`config.mk`:
```
export PLATFORM = sky130hd
export DESIGN_NAME = alu_issue
export DESIGN_NICKNAME = d
export VERILOG_FILES = /design/src/rtl/alu_pkg.sv /design/src/rtl/alu_issue_dec.sv /design/src/rtl/alu_issue.sv
export SDC_FILE = /design/constraint.sdc
export NUM_CORES = 1
export LEC_CHECK = 0
export CORE_MARGIN = 4
export CORE_UTILIZATION = 46
export CTS_CLUSTER_SIZE = 20
export DETAILED_ROUTE_END_ITERATION = 12
export GPL_TIMING_DRIVEN = 0
export HOLD_SLACK_MARGIN = 0.12
export PLACE_DENSITY_LB_ADDON = 0.1
export SYNTH_ARGS = -nofsm -noshare
export SYNTH_HDL_FRONTEND = slang
export SYNTH_HIERARCHICAL = 1
export SYNTH_SLANG_ARGS = --single-unit
```
`constraint.sdc`:
```
create_clock -name clk -period 3.9 [get_ports clk]
set_input_delay 0.975 -clock clk [delete_from_list [all_inputs] [get_ports clk]]
set_output_delay 0.975 -clock clk [all_outputs]
set_load 0.02 [all_outputs]
```
`src/rtl/alu_pkg.sv`:
```
// Shared encodings and the issue payload for the alu issue stage.
package alu_pkg;

    localparam int unsigned XLEN  = 32;
    localparam int unsigned OP_W  = 6;
    localparam int unsigned CMP_W = 2;
    localparam int unsigned REG_W = 5;

    // alu_op commands: bit5:4 class, low bits select within the class
    localparam logic [OP_W-1:0] ALU_ZERO  = 6'b000000;
    localparam logic [OP_W-1:0] ALU_ADD   = 6'b010000;
    localparam logic [OP_W-1:0] ALU_SUB   = 6'b010001;
    localparam logic [OP_W-1:0] ALU_AND   = 6'b101000;
    localparam logic [OP_W-1:0] ALU_OR    = 6'b101110;
    localparam logic [OP_W-1:0] ALU_XOR   = 6'b100110;
    localparam logic [OP_W-1:0] ALU_PASSB = 6'b101010;
    localparam logic [OP_W-1:0] ALU_SLL   = 6'b110000;
    localparam logic [OP_W-1:0] ALU_SRL   = 6'b110001;
    localparam logic [OP_W-1:0] ALU_SRA   = 6'b110011;

    // RV32I major opcodes
    localparam logic [6:0] OPC_OP     = 7'b0110011;
    localparam logic [6:0] OPC_OP_IMM = 7'b0010011;
    localparam logic [6:0] OPC_LUI    = 7'b0110111;
    localparam logic [6:0] OPC_AUIPC  = 7'b0010111;
    localparam logic [6:0] OPC_JAL    = 7'b1101111;
    localparam logic [6:0] OPC_JALR   = 7'b1100111;
    localparam logic [6:0] OPC_LOAD   = 7'b0000011;
    localparam logic [6:0] OPC_STORE  = 7'b0100011;

    // OP / OP-IMM funct3
    localparam logic [2:0] F3_ADD  = 3'b000;
    localparam logic [2:0] F3_SLL  = 3'b001;
    localparam logic [2:0] F3_SLT  = 3'b010;
    localparam logic [2:0] F3_SLTU = 3'b011;
    localparam logic [2:0] F3_XOR  = 3'b100;
    localparam logic [2:0] F3_SR   = 3'b101;
    localparam logic [2:0] F3_OR   = 3'b110;
    localparam logic [2:0] F3_AND  = 3'b111;

    localparam logic [6:0] F7_BASE = 7'b0000000;
    localparam logic [6:0] F7_ALT  = 7'b0100000;

    // compare request carried alongside a SUB
    localparam logic [CMP_W-1:0] CMP_NONE = 2'b00;
    localparam logic [CMP_W-1:0] CMP_SLT  = 2'b01;
    localparam logic [CMP_W-1:0] CMP_SLTU = 2'b10;

    typedef struct packed {
        logic [OP_W-1:0]  op;
        logic [XLEN-1:0]  a;
        logic [XLEN-1:0]  b;
        logic [CMP_W-1:0] cmp;
        logic [REG_W-1:0] rd;
        logic             wen;
        logic             illegal;
    } issue_t;

endpackage

```
`src/rtl/alu_issue_dec.sv`:
```
// Combinational RV32I decode into an alu command plus operands.
module alu_issue_dec
    import alu_pkg::*;
(
    input  logic [31:0] inst_i,
    input  logic [31:0] pc_i,
    input  logic [31:0] rs1_i,
    input  logic [31:0] rs2_i,
    output issue_t      dec_o
);

    logic [6:0]  opcode;
    logic [2:0]  funct3;
    logic [6:0]  funct7;
    logic [4:0]  rd_f;
    logic [31:0] imm_i;
    logic [31:0] imm_s;
    logic [31:0] imm_u;
    logic [31:0] shamt_i;
    logic        is_imm;
    logic        f7_base;
    logic        f7_alt;

    assign opcode  = inst_i[6:0];
    assign funct3  = inst_i[14:12];
    assign funct7  = inst_i[31:25];
    assign rd_f    = inst_i[11:7];
    assign imm_i   = {{20{inst_i[31]}}, inst_i[31:20]};
    assign imm_s   = {{20{inst_i[31]}}, inst_i[31:25], inst_i[11:7]};
    assign imm_u   = {inst_i[31:12], 12'b0};
    assign shamt_i = {27'b0, inst_i[24:20]};
    assign is_imm  = (opcode == OPC_OP_IMM);
    assign f7_base = (funct7 == F7_BASE);
    assign f7_alt  = (funct7 == F7_ALT);

    logic   legal;
    logic   writes;
    issue_t d;

    // Classify opcode/funct, pick command and operands; collapse illegal to ZERO.
    always_comb begin
        d      = '0;
        legal  = 1'b0;
        writes = 1'b0;
        unique case (opcode)
            OPC_OP, OPC_OP_IMM: begin
                legal  = 1'b1;
                writes = 1'b1;
                d.a    = rs1_i;
                d.b    = is_imm ? imm_i : rs2_i;
                unique case (funct3)
                    F3_ADD: begin
                        d.op  = (!is_imm && f7_alt) ? ALU_SUB : ALU_ADD;
                        legal = is_imm || f7_base || f7_alt;
                    end
                    F3_SLL: begin
                        d.op  = ALU_SLL;
                        legal = f7_base;
                        if (is_imm) d.b = shamt_i;
                    end
                    F3_SLT: begin
                        d.op  = ALU_SUB;
                        d.cmp = CMP_SLT;
                        legal = is_imm || f7_base;
                    end
                    F3_SLTU: begin
                        d.op  = ALU_SUB;
                        d.cmp = CMP_SLTU;
                        legal = is_imm || f7_base;
                    end
                    F3_XOR: begin
                        d.op  = ALU_XOR;
                        legal = is_imm || f7_base;
                    end
                    F3_SR: begin
                        d.op  = f7_alt ? ALU_SRA : ALU_SRL;
                        legal = f7_base || f7_alt;
                        if (is_imm) d.b = shamt_i;
                    end
                    F3_OR: begin
                        d.op  = ALU_OR;
                        legal = is_imm || f7_base;
                    end
                    default: begin
                        d.op  = ALU_AND;
                        legal = is_imm || f7_base;
                    end
                endcase
            end
            OPC_LUI: begin
                legal  = 1'b1;
                writes = 1'b1;
                d.op   = ALU_PASSB;
                d.b    = imm_u;
            end
            OPC_AUIPC: begin
                legal  = 1'b1;
                writes = 1'b1;
                d.op   = ALU_ADD;
                d.a    = pc_i;
                d.b    = imm_u;
            end
            OPC_JAL, OPC_JALR: begin
                legal  = 1'b1;
                writes = 1'b1;
                d.op   = ALU_ADD;
                d.a    = pc_i;
                d.b    = 32'd4;
            end
            OPC_LOAD: begin
                legal  = 1'b1;
                writes = 1'b1;
                d.op   = ALU_ADD;
                d.a    = rs1_i;
                d.b    = imm_i;
            end
            OPC_STORE: begin
                legal  = 1'b1;
                d.op   = ALU_ADD;
                d.a    = rs1_i;
                d.b    = imm_s;
            end
            default: begin
                legal  = 1'b0;
            end
        endcase

        if (legal) begin
            d.rd      = writes ? rd_f : 5'd0;
            d.wen     = writes && (rd_f != 5'd0);
            d.illegal = 1'b0;
        end else begin
            d         = '0;
            d.illegal = 1'b1;
        end
    end

    assign dec_o = d;

endmodule

```
`src/rtl/alu_issue.sv`:
```
// Registered issue stage: decode plus a two-entry skid buffer toward the alu.
module alu_issue
    import alu_pkg::*;
(
    input  logic        clk,
    input  logic        rst_n,
    input  logic        flush_i,
    input  logic        in_valid_i,
    output logic        in_ready_o,
    input  logic [31:0] in_inst_i,
    input  logic [31:0] in_pc_i,
    input  logic [31:0] in_rs1_i,
    input  logic [31:0] in_rs2_i,
    output logic        out_valid_o,
    input  logic        out_ready_i,
    output logic [5:0]  alu_op_o,
    output logic [31:0] alu_a_o,
    output logic [31:0] alu_b_o,
    output logic [1:0]  cmp_o,
    output logic [4:0]  rd_o,
    output logic        wen_o,
    output logic        illegal_o
);

    issue_t dec;

    alu_issue_dec u_dec (
        .inst_i (in_inst_i),
        .pc_i   (in_pc_i),
        .rs1_i  (in_rs1_i),
        .rs2_i  (in_rs2_i),
        .dec_o  (dec)
    );

    issue_t out_q, out_d;
    issue_t skid_q, skid_d;
    logic   out_valid_q, out_valid_d;
    logic   skid_valid_q, skid_valid_d;
    logic   in_ready_q, in_ready_d;

    logic   accept;
    logic   consume;

    assign accept  = in_valid_i && in_ready_q;
    assign consume = out_valid_q && out_ready_i;

    // Next-state of output/skid entries; in_ready tracks "skid empty" after the edge.
    always_comb begin
        out_d        = out_q;
        skid_d       = skid_q;
        out_valid_d  = out_valid_q;
        skid_valid_d = skid_valid_q;

        if (flush_i) begin
            out_valid_d  = 1'b0;
            skid_valid_d = 1'b0;
        end else begin
            if (consume) begin
                if (skid_valid_q) begin
                    out_d        = skid_q;
                    out_valid_d  = 1'b1;
                    skid_valid_d = 1'b0;
                end else begin
                    out_valid_d  = 1'b0;
                end
            end
            // in_ready is low whenever skid is full, so accept never collides with a skid move
            if (accept) begin
                if (!out_valid_q || consume) begin
                    out_d       = dec;
                    out_valid_d = 1'b1;
                end else begin
                    skid_d       = dec;
                    skid_valid_d = 1'b1;
                end
            end
        end

        in_ready_d = !skid_valid_d;
    end

    // State registers with synchronous active-low reset.
    always_ff @(posedge clk) begin
        if (!rst_n) begin
            out_q        <= '0;
            skid_q       <= '0;
            out_valid_q  <= 1'b0;
            skid_valid_q <= 1'b0;
            in_ready_q   <= 1'b1;
        end else begin
            out_q        <= out_d;
            skid_q       <= skid_d;
            out_valid_q  <= out_valid_d;
            skid_valid_q <= skid_valid_d;
            in_ready_q   <= in_ready_d;
        end
    end

    assign in_ready_o  = in_ready_q;
    assign out_valid_o = out_valid_q;
    assign alu_op_o    = out_q.op;
    assign alu_a_o     = out_q.a;
    assign alu_b_o     = out_q.b;
    assign cmp_o       = out_q.cmp;
    assign rd_o        = out_q.rd;
    assign wen_o       = out_q.wen;
    assign illegal_o   = out_q.illegal;

endmodule

```
==> summary.md <==
| Metric | Value |
|---|---|
| Outcome | `completed` |
| Rel. slew slack | `0.0294` |
| CTS tree | `done` |
| Clk buf depth | `2` |
| RSZ-0062 raised after global routing | `false` |
| Largest net degree at the start of global routing | `17` |
| WP data arrival | `between 4000 and 5000 ps` |
| Clock Sinks | `161` |
| Largest family of logic cells by synthesized area | `compound AO/OA/AOI/OAI gates` |
| WL final | `~37000 um` |
| Tot Pwr | `4.21 mW` |
| Area after DPL | `0.0120 mm^2` |
| CTS H-tree lvls | `4` |
| DRT antenna net count | `0` |
| Initial antenna violation count | `3` |
| Setup TNS | `0 ps` |
| Post-route cell area | `around 0.013 mm^2` |
| Crit. End Element | `flip-flop` |
| Residual DRC | `0` |
| Worst Path Required | `4280 ps` |
| Die width | `about 150 um` |
| Post-CTS Setup Bufs | `0` |
| FFs w/ async S/R, synth | `0` |
| I/O Pins | `214` |
| Total GRT Usage | `0.303` |
| Setup WS pre-CTS | `-214 ps` |
| Std cell rows | `52` |
| Vias in the first global route | `about 10k` |
| Compound-gate portion of the synthesized area | `0.393` |
| Final #Nets | `between 1.5k and 2k` |
| PortBufs | `between 200 and 250` |
| Xor/xnor share of the synthesized area | `0.000912` |
| Syn nets | `between 1k and 1.5k` |
| Worst-path fanout max | `10` |
| Area leader, netlist | `dfxtp_1` |
| Setup violation total in the final timing report | `0` |
| DRT Pass-1 Iters | `5` |
| Finished Layout Cells | `roughly 1.7k` |
| Unique cell type count in the Yosys netlist | `44` |
| Max-cap viol count | `0` |
| Power Dens Cells | `between 300 and 400 mW/mm^2` |
| Max Fclk | `~270 MHz` |
| Multiplexer area fraction after synthesis | `0.00417` |
| Avg Vias per Cell | `about 6.4` |
| Register bit total from synthesis | `~160` |
| Drt wl/cell | `approximately 22 um` |
| Adder-cell area share of the yosys netlist | `0` |
| Routability Congestion | `0.945` |
| Setup Skew | `roughly 11 ps` |
| Top cell type's share of synthesized area | `0.336` |
| CTS Hold Bufs | `0` |
| Post-CTS sizing | `0` |
| Synthesized instance count | `between 1k and 1.5k` |
| Dominant cells by area after synthesis | `dfxtp_1, o311a_1, a32oi_1, o32ai_1, a21oi_1` |
| Starting Density | `0.471` |
| Avg Inst Size Synth | `7.99 um^2` |
| CP max-delay cell | `o21ai_1` |
| Sequential-to-total area share from yosys stat | `0.336` |
| Fill cell count | `1852` |
| Post-layout util | `0.621` |
| Min Clock Period, post-route | `3710 ps` |
| Number of CTS-inserted buffers | `17` |
| Kind of critical path | `input pin to flip-flop` |
| Final Cycle Share | `0.951` |
| Placed cell count | `~1.7k` |
| Synth Warn # | `6` |
| Tightest Pin Transition | `around 1400 ps` |
| Worst path max stage delay | `~750 ps` |
| Max VDD drop | `between 0.2 and 0.3 mV` |
| Area Overhead vs Synth | `31.8%` |
| Global-route wire length before repair | `between 50000 and 60000 um` |
| Core area | `a little over 0.02 mm^2` |
| Slew Viols, Final | `0` |
| DR vias | `11.0k` |
| Initial drt markers | `1086` |
| DIE AREA | `roughly 0.023 mm^2` |
| Hold Crit Class | `flip-flop to flip-flop` |
| Post-synth EDFFs | `0` |
| WHS | `478 ps` |
| HPWL after DPL | `26400 um` |
| Final Hold Fails | `0` |
| Simple-gate area share of the yosys netlist | `0.167` |
| Slack of the critical path | `~190 ps` |
| Worst-path clk slew | `around 70 ps` |
| Static leakage | `roughly 4.3 nW` |
| Die height | `roughly 150 um` |
| Critical-path cell list | `clkdlybuf4s50_1 > nand3_1 > or3_1 > o21ai_1 > clkbuf_1 > a22oi_1 > nor2_1 > nand3b_1 > a21oi_1` |
| Mapped cell area | `just under 0.01 mm^2` |
| Critical path startpoint category | `input pin` |
| Layout cells sized above 1 | `0.0437` |
| Post-synth top flop | `dfxtp_1` |
| Root Buffer Master | `clkbuf_16` |
| Clock latency on the worst-skew pair | `roughly 440 ps` |
| Overflow after GRT | `0` |
[synth_stat cells (all sizes together) (2+ instances only)]
master	count
and4b	2
nand2b	3
a21oi	130
o21ai	108
clkbuf	127
mux2i	4
o311a	79
nor4	2
a32oi	86
nand3b	79
nand2	25
nor2	57
a22oi	32
or3	5
inv	85
and2	79
a31oi	2
dfxtp	161
nor3	4
buf	32
or4	3
o32ai	79
nand3	2
nor2b	3
[flip-flops by register name, indices dropped and copies added (netlist names)]
register,flops
out_valid_o,1
alu_b_o,32
in_ready_o,1
skid_q,79
alu_a_o,32
wen_o,1
illegal_o,1
cmp_o,2
rd_o,5
skid_valid_q,1
alu_op_o,6
[routing by layer]
layer	vias to the layer above	track usage	wire length, um
li1	5038	-	-
met1	5308	0.407	15100
met2	583	0.481	17200
met3	101	0.0648	3530
met4	2	0.111	1150
met5	-	0	20
[final cells by class]
cell class | count | area (um^2) | share of cell area
clock inverter | 12 | 156 | 0.0124
tap | 270 | 338 | 0.0267
buffer | 159 | 638 | 0.0504
multi-input combinational | 796 | 5420 | 0.429
antenna | 3 | 7.51 | 0.000593
timing repair buffer | 209 | 2090 | 0.165
clock buffer | 20 | 457 | 0.0361
sequential | 161 | 3220 | 0.255
inverter | 85 | 319 | 0.0252
[final timing paths]
check             slack [ps]  cells after the start          to          from
hold reg to reg          480                      2   skid_q[5]     skid_q[5]
setup reg to reg        1600                      7  alu_a_o[6]  skid_valid_q
setup / recovery         190                      9  skid_q[72]  in_inst_i[2]
hold / removal           480                      2   skid_q[5]     skid_q[5]
[worst max-delay path: cells and delay by family]
family | cells | cell delay [ps]
AO/OA/AOI/OAI | 3 | 1000
buffers and inverters | 2 | 1130
AND/OR/NAND/NOR | 4 | 970
[where the power goes]
part	switching, mW	leakage (nW)	total [mW]	internal [mW]
clock network	0.750	0.289	1.79	1.04
logic	0.378	2.66	0.699	0.322
registers	0.0289	1.31	1.71	1.68
total	1.16	4.25	4.21	3.05
[cells in the final DEF (no fill, tap or decap), types with 3 or more instances in the layout]
cell type	instances
buf_1	9
mux2i_1	4
nand2_1	25
bufinv_16	3
a22oi_1	32
o21ai_0	105
o311a_1	79
or3_1	5
o21ai_1	3
diode_2	3
and2_1	79
clkdlybuf4s50_1	209
nor2_1	56
clkbuf_16	17
a32oi_1	86
nand3b_1	79
inv_1	84
dfxtp_1	161
o32ai_1	79
a21oi_1	130
nor2b_1	3
clkinvlp_4	4
buf_2	21
clkbuf_1	128
[logic make-up (layout without fill, tap and decap cells)]
family / after synthesis / after routing
other cells: 0 / 3
xor+xnor: 1 / 1
buf+inv: 244 / 485
mux: 4 / 4
simple gates: 267 / 267
compound gates: 524 / 524
flops: 161 / 161
(Power assumes the default switching activity.)
